$ cat config.mk
export PLATFORM = sky130hd
export DESIGN_NAME = fp_mul_seq_flat
export DESIGN_NICKNAME = d
export VERILOG_FILES = /design/src/rtl/fp_mul_seq_if.sv /design/src/rtl/fp_mul_seq.sv /design/src/flat_wrapper.sv
export SDC_FILE = /design/constraint.sdc
export NUM_CORES = 1
export LEC_CHECK = 0
export ABC_AREA = 1
export BUFFER_PORTS_ARGS = -buffer_cell sky130_fd_sc_hd__buf_2
export CORE_MARGIN = 2
export CORE_UTILIZATION = 40
export DETAILED_ROUTE_END_ITERATION = 10
export PLACE_DENSITY = 0.71
export SYNTH_ARGS = -nofsm -noshare
export SYNTH_HDL_FRONTEND = slang
export SYNTH_SLANG_ARGS = --single-unit
$ cat constraint.sdc
create_clock -name clk -period 2.8 [get_ports clk]
set_input_delay 0.28 -clock clk [delete_from_list [all_inputs] [get_ports clk]]
set_output_delay 0.28 -clock clk [all_outputs]
set_load 0.05 [all_outputs]
$ cat src/rtl/fp_mul_seq_if.sv
// Handshake and operand/result bundle for the sequential bfloat16 multiplier.
// The issuing side uses the master modport; the multiplier uses the slave modport.
interface fp_mul_seq_if;
    logic        i_start;
    logic [15:0] i_opA;
    logic [15:0] i_opB;
    logic [15:0] o_product;
    logic        o_overflow;
    logic        o_underflow;
    logic        o_inexact;
    logic        o_invalid;
    logic        o_valid;
    logic        o_busy;

    modport master (
        output i_start, i_opA, i_opB,
        input  o_product, o_overflow, o_underflow, o_inexact, o_invalid, o_valid, o_busy
    );

    modport slave (
        input  i_start, i_opA, i_opB,
        output o_product, o_overflow, o_underflow, o_inexact, o_invalid, o_valid, o_busy
    );
endinterface

$ cat src/rtl/fp_mul_seq.sv
// Sequential bfloat16 multiplier: 8 shift-add cycles for the significand product,
// then one normalize/round cycle. Start/busy/valid handshake matches the divider.
module fp_mul_seq #(
    parameter logic [15:0] CANON_NAN = 16'h7FC0
) (
    input  logic          clk,
    input  logic          reset,
    fp_mul_seq_if.slave   bus
);

    typedef enum logic [1:0] {
        IDLE,
        MUL,
        ROUND
    } state_t;

    state_t      r_state;
    state_t      w_nextState;

    logic [15:0] r_opA;
    logic [15:0] r_opB;
    logic [15:0] r_acc;
    logic [2:0]  r_cnt;

    logic [15:0] r_product;
    logic        r_overflow;
    logic        r_underflow;
    logic        r_inexact;
    logic        r_invalid;
    logic        r_valid;

    logic [7:0]  w_sigA;
    logic [7:0]  w_sigB;
    logic [15:0] w_partial;
    logic        w_multBit;

    logic [7:0]  w_expA;
    logic [7:0]  w_expB;
    logic        w_zeroA;
    logic        w_zeroB;
    logic        w_infA;
    logic        w_infB;
    logic        w_nanA;
    logic        w_nanB;
    logic        w_sign;

    logic signed [9:0] w_expSum;
    logic signed [9:0] w_eNorm;
    logic signed [9:0] w_eFinal;
    logic [6:0]  w_mNorm;
    logic [6:0]  w_mFinal;
    logic [7:0]  w_mRnd;
    logic        w_guard;
    logic        w_sticky;
    logic        w_roundUp;

    logic [15:0] w_product;
    logic        w_overflow;
    logic        w_underflow;
    logic        w_inexact;
    logic        w_invalid;

    assign w_sigA    = {1'b1, r_opA[6:0]};
    assign w_sigB    = {1'b1, r_opB[6:0]};
    assign w_partial = {8'h00, w_sigA} << r_cnt;
    assign w_multBit = w_sigB[r_cnt];

    assign w_expA  = r_opA[14:7];
    assign w_expB  = r_opB[14:7];
    assign w_zeroA = (w_expA == 8'h00);
    assign w_zeroB = (w_expB == 8'h00);
    assign w_infA  = (w_expA == 8'hFF) && (r_opA[6:0] == 7'h00);
    assign w_infB  = (w_expB == 8'hFF) && (r_opB[6:0] == 7'h00);
    assign w_nanA  = (w_expA == 8'hFF) && (r_opA[6:0] != 7'h00);
    assign w_nanB  = (w_expB == 8'hFF) && (r_opB[6:0] != 7'h00);
    assign w_sign  = r_opA[15] ^ r_opB[15];
    assign w_expSum = $signed({2'b00, w_expA}) + $signed({2'b00, w_expB});

    always_ff @(posedge clk) begin
        if (reset) begin
            r_state <= IDLE;
        end else begin
            r_state <= w_nextState;
        end
    end

    always_comb begin
        w_nextState = r_state;
        case (r_state)
            IDLE:    if (bus.i_start) w_nextState = MUL;
            MUL:     if (r_cnt == 3'd7) w_nextState = ROUND;
            ROUND:   w_nextState = IDLE;
            default: w_nextState = IDLE;
        endcase
    end

    // Normalize on the product's top bit, then round-to-nearest-even.
    always_comb begin
        w_mNorm  = 7'h00;
        w_guard  = 1'b0;
        w_sticky = 1'b0;
        w_eNorm  = 10'sd0;
        if (r_acc[15]) begin
            w_mNorm  = r_acc[14:8];
            w_guard  = r_acc[7];
            w_sticky = |r_acc[6:0];
            w_eNorm  = w_expSum - 10'sd126;
        end else begin
            w_mNorm  = r_acc[13:7];
            w_guard  = r_acc[6];
            w_sticky = |r_acc[5:0];
            w_eNorm  = w_expSum - 10'sd127;
        end
        w_roundUp = w_guard & (w_sticky | w_mNorm[0]);
        w_mRnd    = {1'b0, w_mNorm} + {7'h00, w_roundUp};
        w_mFinal  = w_mRnd[6:0];
        w_eFinal  = w_eNorm;
        if (w_mRnd[7]) begin
            w_mFinal = 7'h00;
            w_eFinal = w_eNorm + 10'sd1;
        end
    end

    // Special operands override the normal-path result and its flags.
    always_comb begin
        w_product   = 16'h0000;
        w_overflow  = 1'b0;
        w_underflow = 1'b0;
        w_inexact   = 1'b0;
        w_invalid   = 1'b0;
        if (w_nanA || w_nanB || (w_infA && w_zeroB) || (w_zeroA && w_infB)) begin
            w_product = CANON_NAN;
            w_invalid = 1'b1;
        end else if (w_infA || w_infB) begin
            w_product = {w_sign, 8'hFF, 7'h00};
        end else if (w_zeroA || w_zeroB) begin
            w_product = {w_sign, 15'h0000};
        end else if (w_eFinal >= 10'sd255) begin
            w_product  = {w_sign, 8'hFF, 7'h00};
            w_overflow = 1'b1;
            w_inexact  = 1'b1;
        end else if (w_eFinal <= 10'sd0) begin
            w_product   = {w_sign, 15'h0000};
            w_underflow = 1'b1;
            w_inexact   = 1'b1;
        end else begin
            w_product = {w_sign, w_eFinal[7:0], w_mFinal};
            w_inexact = w_guard | w_sticky;
        end
    end

    always_ff @(posedge clk) begin
        if (reset) begin
            r_opA       <= 16'h0000;
            r_opB       <= 16'h0000;
            r_acc       <= 16'h0000;
            r_cnt       <= 3'd0;
            r_product   <= 16'h0000;
            r_overflow  <= 1'b0;
            r_underflow <= 1'b0;
            r_inexact   <= 1'b0;
            r_invalid   <= 1'b0;
            r_valid     <= 1'b0;
        end else begin
            r_valid <= 1'b0;
            case (r_state)
                IDLE: begin
                    if (bus.i_start) begin
                        r_opA <= bus.i_opA;
                        r_opB <= bus.i_opB;
                        r_acc <= 16'h0000;
                        r_cnt <= 3'd0;
                    end
                end
                MUL: begin
                    if (w_multBit) begin
                        r_acc <= r_acc + w_partial;
                    end
                    r_cnt <= r_cnt + 3'd1;
                end
                ROUND: begin
                    r_product   <= w_product;
                    r_overflow  <= w_overflow;
                    r_underflow <= w_underflow;
                    r_inexact   <= w_inexact;
                    r_invalid   <= w_invalid;
                    r_valid     <= 1'b1;
                end
                default: ;
            endcase
        end
    end

    assign bus.o_product   = r_product;
    assign bus.o_overflow  = r_overflow;
    assign bus.o_underflow = r_underflow;
    assign bus.o_inexact   = r_inexact;
    assign bus.o_invalid   = r_invalid;
    assign bus.o_valid     = r_valid;
    assign bus.o_busy      = (r_state != IDLE);

endmodule

$ cat src/flat_wrapper.sv
// flat-port wrapper written by rule: the top's interface ports become plain ports
module fp_mul_seq_flat 
#(
    parameter logic [15:0] CANON_NAN = 16'h7FC0
)
  (clk, reset, bus_i_start, bus_i_opA, bus_i_opB, bus_o_product, bus_o_overflow, bus_o_underflow, bus_o_inexact, bus_o_invalid, bus_o_valid, bus_o_busy);
  fp_mul_seq_if bus_i ();
  input  logic clk;
  input  logic reset;
  input wire logic [$bits(bus_i.i_start)-1:0] bus_i_start;
  input wire logic [$bits(bus_i.i_opA)-1:0] bus_i_opA;
  input wire logic [$bits(bus_i.i_opB)-1:0] bus_i_opB;
  output wire logic [$bits(bus_i.o_product)-1:0] bus_o_product;
  output wire logic [$bits(bus_i.o_overflow)-1:0] bus_o_overflow;
  output wire logic [$bits(bus_i.o_underflow)-1:0] bus_o_underflow;
  output wire logic [$bits(bus_i.o_inexact)-1:0] bus_o_inexact;
  output wire logic [$bits(bus_i.o_invalid)-1:0] bus_o_invalid;
  output wire logic [$bits(bus_i.o_valid)-1:0] bus_o_valid;
  output wire logic [$bits(bus_i.o_busy)-1:0] bus_o_busy;
  assign bus_i.i_start = bus_i_start;
  assign bus_i.i_opA = bus_i_opA;
  assign bus_i.i_opB = bus_i_opB;
  assign bus_o_product = bus_i.o_product;
  assign bus_o_overflow = bus_i.o_overflow;
  assign bus_o_underflow = bus_i.o_underflow;
  assign bus_o_inexact = bus_i.o_inexact;
  assign bus_o_invalid = bus_i.o_invalid;
  assign bus_o_valid = bus_i.o_valid;
  assign bus_o_busy = bus_i.o_busy;
  fp_mul_seq #(.CANON_NAN(CANON_NAN)) u_core (.clk(clk), .reset(reset), .bus(bus_i));
endmodule
==> impl_metrics.env <==
export IMPL_outcome="finished with violations"
export IMPL_violations="negative setup slack"
export IMPL_die_w_um=119
export IMPL_start_util_pct=40.5
export IMPL_post_route_drc_count=0
export IMPL_vias=5775
export IMPL_synth_flop_cell="dfxtp_1"
export IMPL_yosys_warnings=0
export IMPL_slew_headroom_pct=35.3
export IMPL_period_share_pct=109
export IMPL_htreeDepth=3
export IMPL_place_hpwl_um=10300
export IMPL_drtIter0Drc=350
export IMPL_syn_num_nets=896
export IMPL_syn_to_final_growth_pct=38.2
export IMPL_setup_violations=18
export IMPL_instances_no_fill=1152
export IMPL_maxCapViolations=0
export IMPL_worst_setup_path_start_kind="register"
export IMPL_hold_violations=0
export IMPL_vdd_drop_max_mv=0.391
export IMPL_synth_top_family_by_area="simple AND/OR/NAND/NOR gates"
export IMPL_synthSimpleGateAreaFrac_pct=35.3
export IMPL_clockBufferDepth=2
export IMPL_antennaDiodeCount=0
export IMPL_slew_viol_final=0
export IMPL_final_core_util_pct=56.0
export IMPL_synth_area_mm2=0.00530
export IMPL_path_clk_slew_ns=0.07
export IMPL_rr_startpoint="u_core.r_opB[7]"
export IMPL_muxShareOfSynthArea_pct=0.567
export IMPL_crit_start="u_core.r_opB[7]"
export IMPL_io_buffer_count=56
export IMPL_finalWirelength_um=14900
export IMPL_grt_pass1_vias=5225
export IMPL_dr_pass1_iters=5
export IMPL_clkLatencyLatePin_ns=0.35
export IMPL_p_leak_nw=3.47
export IMPL_synth_area_leader_cell="dfxtp_1"
export IMPL_core_mm2=0.0131
export IMPL_cts_buffers=9
export IMPL_tightest_slew_ns=0.969
export IMPL_grt_overflow=0
export IMPL_yosysSeqAreaShare_pct=28.0
export IMPL_ioPinCount=57
export IMPL_hold_ws_ns=0.152
export IMPL_synth_top_area_share_pct=28.0
export IMPL_fp_dieH_um=119
export IMPL_gr_usage_all_layers_pct=20.2
export IMPL_gp_congestion=0.867
export IMPL_drive_gt1_share_pct=32.6
export IMPL_p_per_area_mw_per_mm2=495
export IMPL_worstSetupPathType="reg2reg"
export IMPL_max_freq_mhz=327
export IMPL_nets=1038
export IMPL_hold_buffers=0
export IMPL_syn_avg_cell_area_um2=6.39
export IMPL_endpoint_kind="register"
export IMPL_grt_pass1_wl_um=23400
export IMPL_cts_sinks=74
export IMPL_avgViaCountPerCell=5.01
export IMPL_min_from="bus_i_opB[15]"
export IMPL_fin_setup_tns_ns=-3.37
export IMPL_num_rows=42
export IMPL_synth_compound_area_share_pct=17.8
export IMPL_synth_edf_count=0
export IMPL_timing_final_crit_period_ns=3.06
export IMPL_layout_setup_ws_ns=-0.261
export IMPL_placed_cells=1121
export IMPL_cts_root_buf="clkbuf_16"
export IMPL_drt_wirelength_per_cell_um=13.0
export IMPL_critPathArrivalTime_ns=3.28
export IMPL_postRouteAntennaNets=0
export IMPL_critPathRequiredTime_ns=3.01
export IMPL_cts_tree="built"
export IMPL_synth_xor_area_share_pct=0.968
export IMPL_rsz0062_at_grt="true"
export IMPL_synthTopCellsByArea="dfxtp_1 (28%), nand2_1 (13%), a21oi_1 (7.7%)"
export IMPL_grt_max_degree=54
export IMPL_crit_fanout=3
export IMPL_async_flop_share_pct=0
export IMPL_clock_skew_final_ns=0.0126
export IMPL_synth_seq_cells=74
export IMPL_synth_distinct_cells=49
export IMPL_hold_class="in2reg"
export IMPL_fp_dieArea_mm2=0.0142
export IMPL_syn_inst=829
export IMPL_yosys_area_share_adder_pct=7.84
export IMPL_dpl_cell_area_mm2=0.00638
export IMPL_antenna_found_initial=0
export IMPL_stdcell_area_mm2=0.00732
sequential cells by signal (all words and copies together) (netlist names):
name and cells:
u_core.bus.o_product 16, u_core.r_acc 16, u_core.r_opA 16, u_core.r_opB 16, u_core.r_cnt 3, u_core.r_state 2
u_core.bus.o_inexact 1, u_core.bus.o_invalid 1, u_core.bus.o_overflow 1, u_core.bus.o_underflow 1, u_core.bus.o_valid 1
path summary, 6_finish.rpt:
kind / slack (ns) / cells after the start / to
max: -0.26 / 19 / u_core.bus.o_product[5]
min: 0.15 / 3 / u_core.r_opB[15]
max reg2reg: -0.26 / 19 / u_core.bus.o_product[5]
min reg2reg: 0.46 / 2 / u_core.bus.o_product[1]
cell type report:
type	instances	area, µm²
Timing Repair Buffer	160	1110
Tap cell	176	220
Fill cell	1230	5760
Clock buffer	10	229
Clock inverter	6	90.1
Sequential cell	74	1490
Inverter	96	373
Multi-Input combinational cell	630	3810
Yosys cell counts (3+ instances only):
library cell / n
inv_2: 4
a21oi_2: 3
mux2i_1: 3
o21ai_1: 4
ha_1: 30
o21a_1: 3
nor2_1: 102
o21ai_0: 72
a21oi_1: 81
dfxtp_1: 74
buf_6: 3
nor2_2: 5
nand3_1: 62
nand4_1: 12
nor3_1: 14
nand3_2: 8
nand3b_1: 3
inv_1: 89
nand2_1: 182
xor2_1: 4
or2_2: 3
nand2_4: 3
nand2_2: 11
clkbuf_1: 23
through the flow:
| stage | total power [W] | worst slack [ns] |
|---|---|---|
| 2_1_floorplan | 0.00174 | -0.0991 |
| 3_5_place_dp | 0.00211 | -0.232 |
| 5_1_grt | 0.00383 | -0.473 |
| 4_1_cts | 0.00342 | -0.179 |
| 3_3_place_gp | 0.00210 | -0.188 |
| 6_report | 0.00362 | -0.261 |
cells in the final DEF (no fill, tap or decap), types with 3 or more instances in the layout:
cell       Yosys  layout
nor2_2         5       4
xor2_1         4       4
buf_2          1      56
nand4_1       12      12
nor2_1       102      98
o21a_1         3       3
ha_1          30      24
nand3b_1       3       3
clkbuf_16      0       9
nand3_4        0       5
nand3_1       62      45
a21oi_2        3       8
dfxtp_2        0       5
nand2_2       11      36
dfxtp_1       74      68
inv_2          4      11
buf_6          3       7
nor2_4         2       7
nor3_1        14      10
o21ai_4        1       7
buf_4          1      95
a21oi_1       81      76
o21ai_2        1       8
o21ai_1        4       8
nand2_4        3       7
ha_4           0       5
o21ai_0       72      55
nand3_2        8      20
inv_1         89      80
nand2_1      182     153
metal layers:
| layer | track usage, % | routed length (µm) | vias to the layer above |
|---|---|---|---|
| met5 | 0 | 0 | - |
| met4 | 6.40 | 243 | 0 |
| met3 | 4.31 | 623 | 18 |
| met2 | 33.8 | 7380 | 131 |
| met1 | 25.9 | 6700 | 2612 |
| li1 | - | - | 3014 |
report_power, final:
| group | switching, W | internal (W) |
|---|---|---|
| clock network | 0.000471 | 0.000784 |
| logic | 0.000685 | 0.000534 |
| registers | 0.0000413 | 0.00111 |
| total | 0.00120 | 0.00243 |
cell families (layout without fill, tap and decap cells):
group,Yosys count,count (layout)
buf+inv,125,272
mux,3,3
fa+ha+maj,32,32
xor+xnor,5,5
flops,74,74
compound gates,176,176
simple gates,414,414
what timing repair did:
item,4_1_cts,5_1_grt
gates cloned,0,1
gates resized for setup,19,127
setup endpoints to repair,24,25
pin swaps,10,43
setup buffers,2,12
critical path: stages (launching register included):
cell	delay, ns
dfxtp_2	0.34
ha_4	0.16
fa_2	0.56
ha_4	0.14
nand2_1	0.06
a21oi_2	0.21
nand2_2	0.08
buf_4	0.14
nand2_1	0.05
nand2_1	0.09
nor2_1	0.17
nand3_1	0.13
nand2_2	0.13
nand2_2	0.09
o21ai_4	0.17
nand2_1	0.12
nand2_1	0.10
nor2_1	0.04
nor2_1	0.09
nor2_1	0.04
Power figures use the tool's default switching activity.
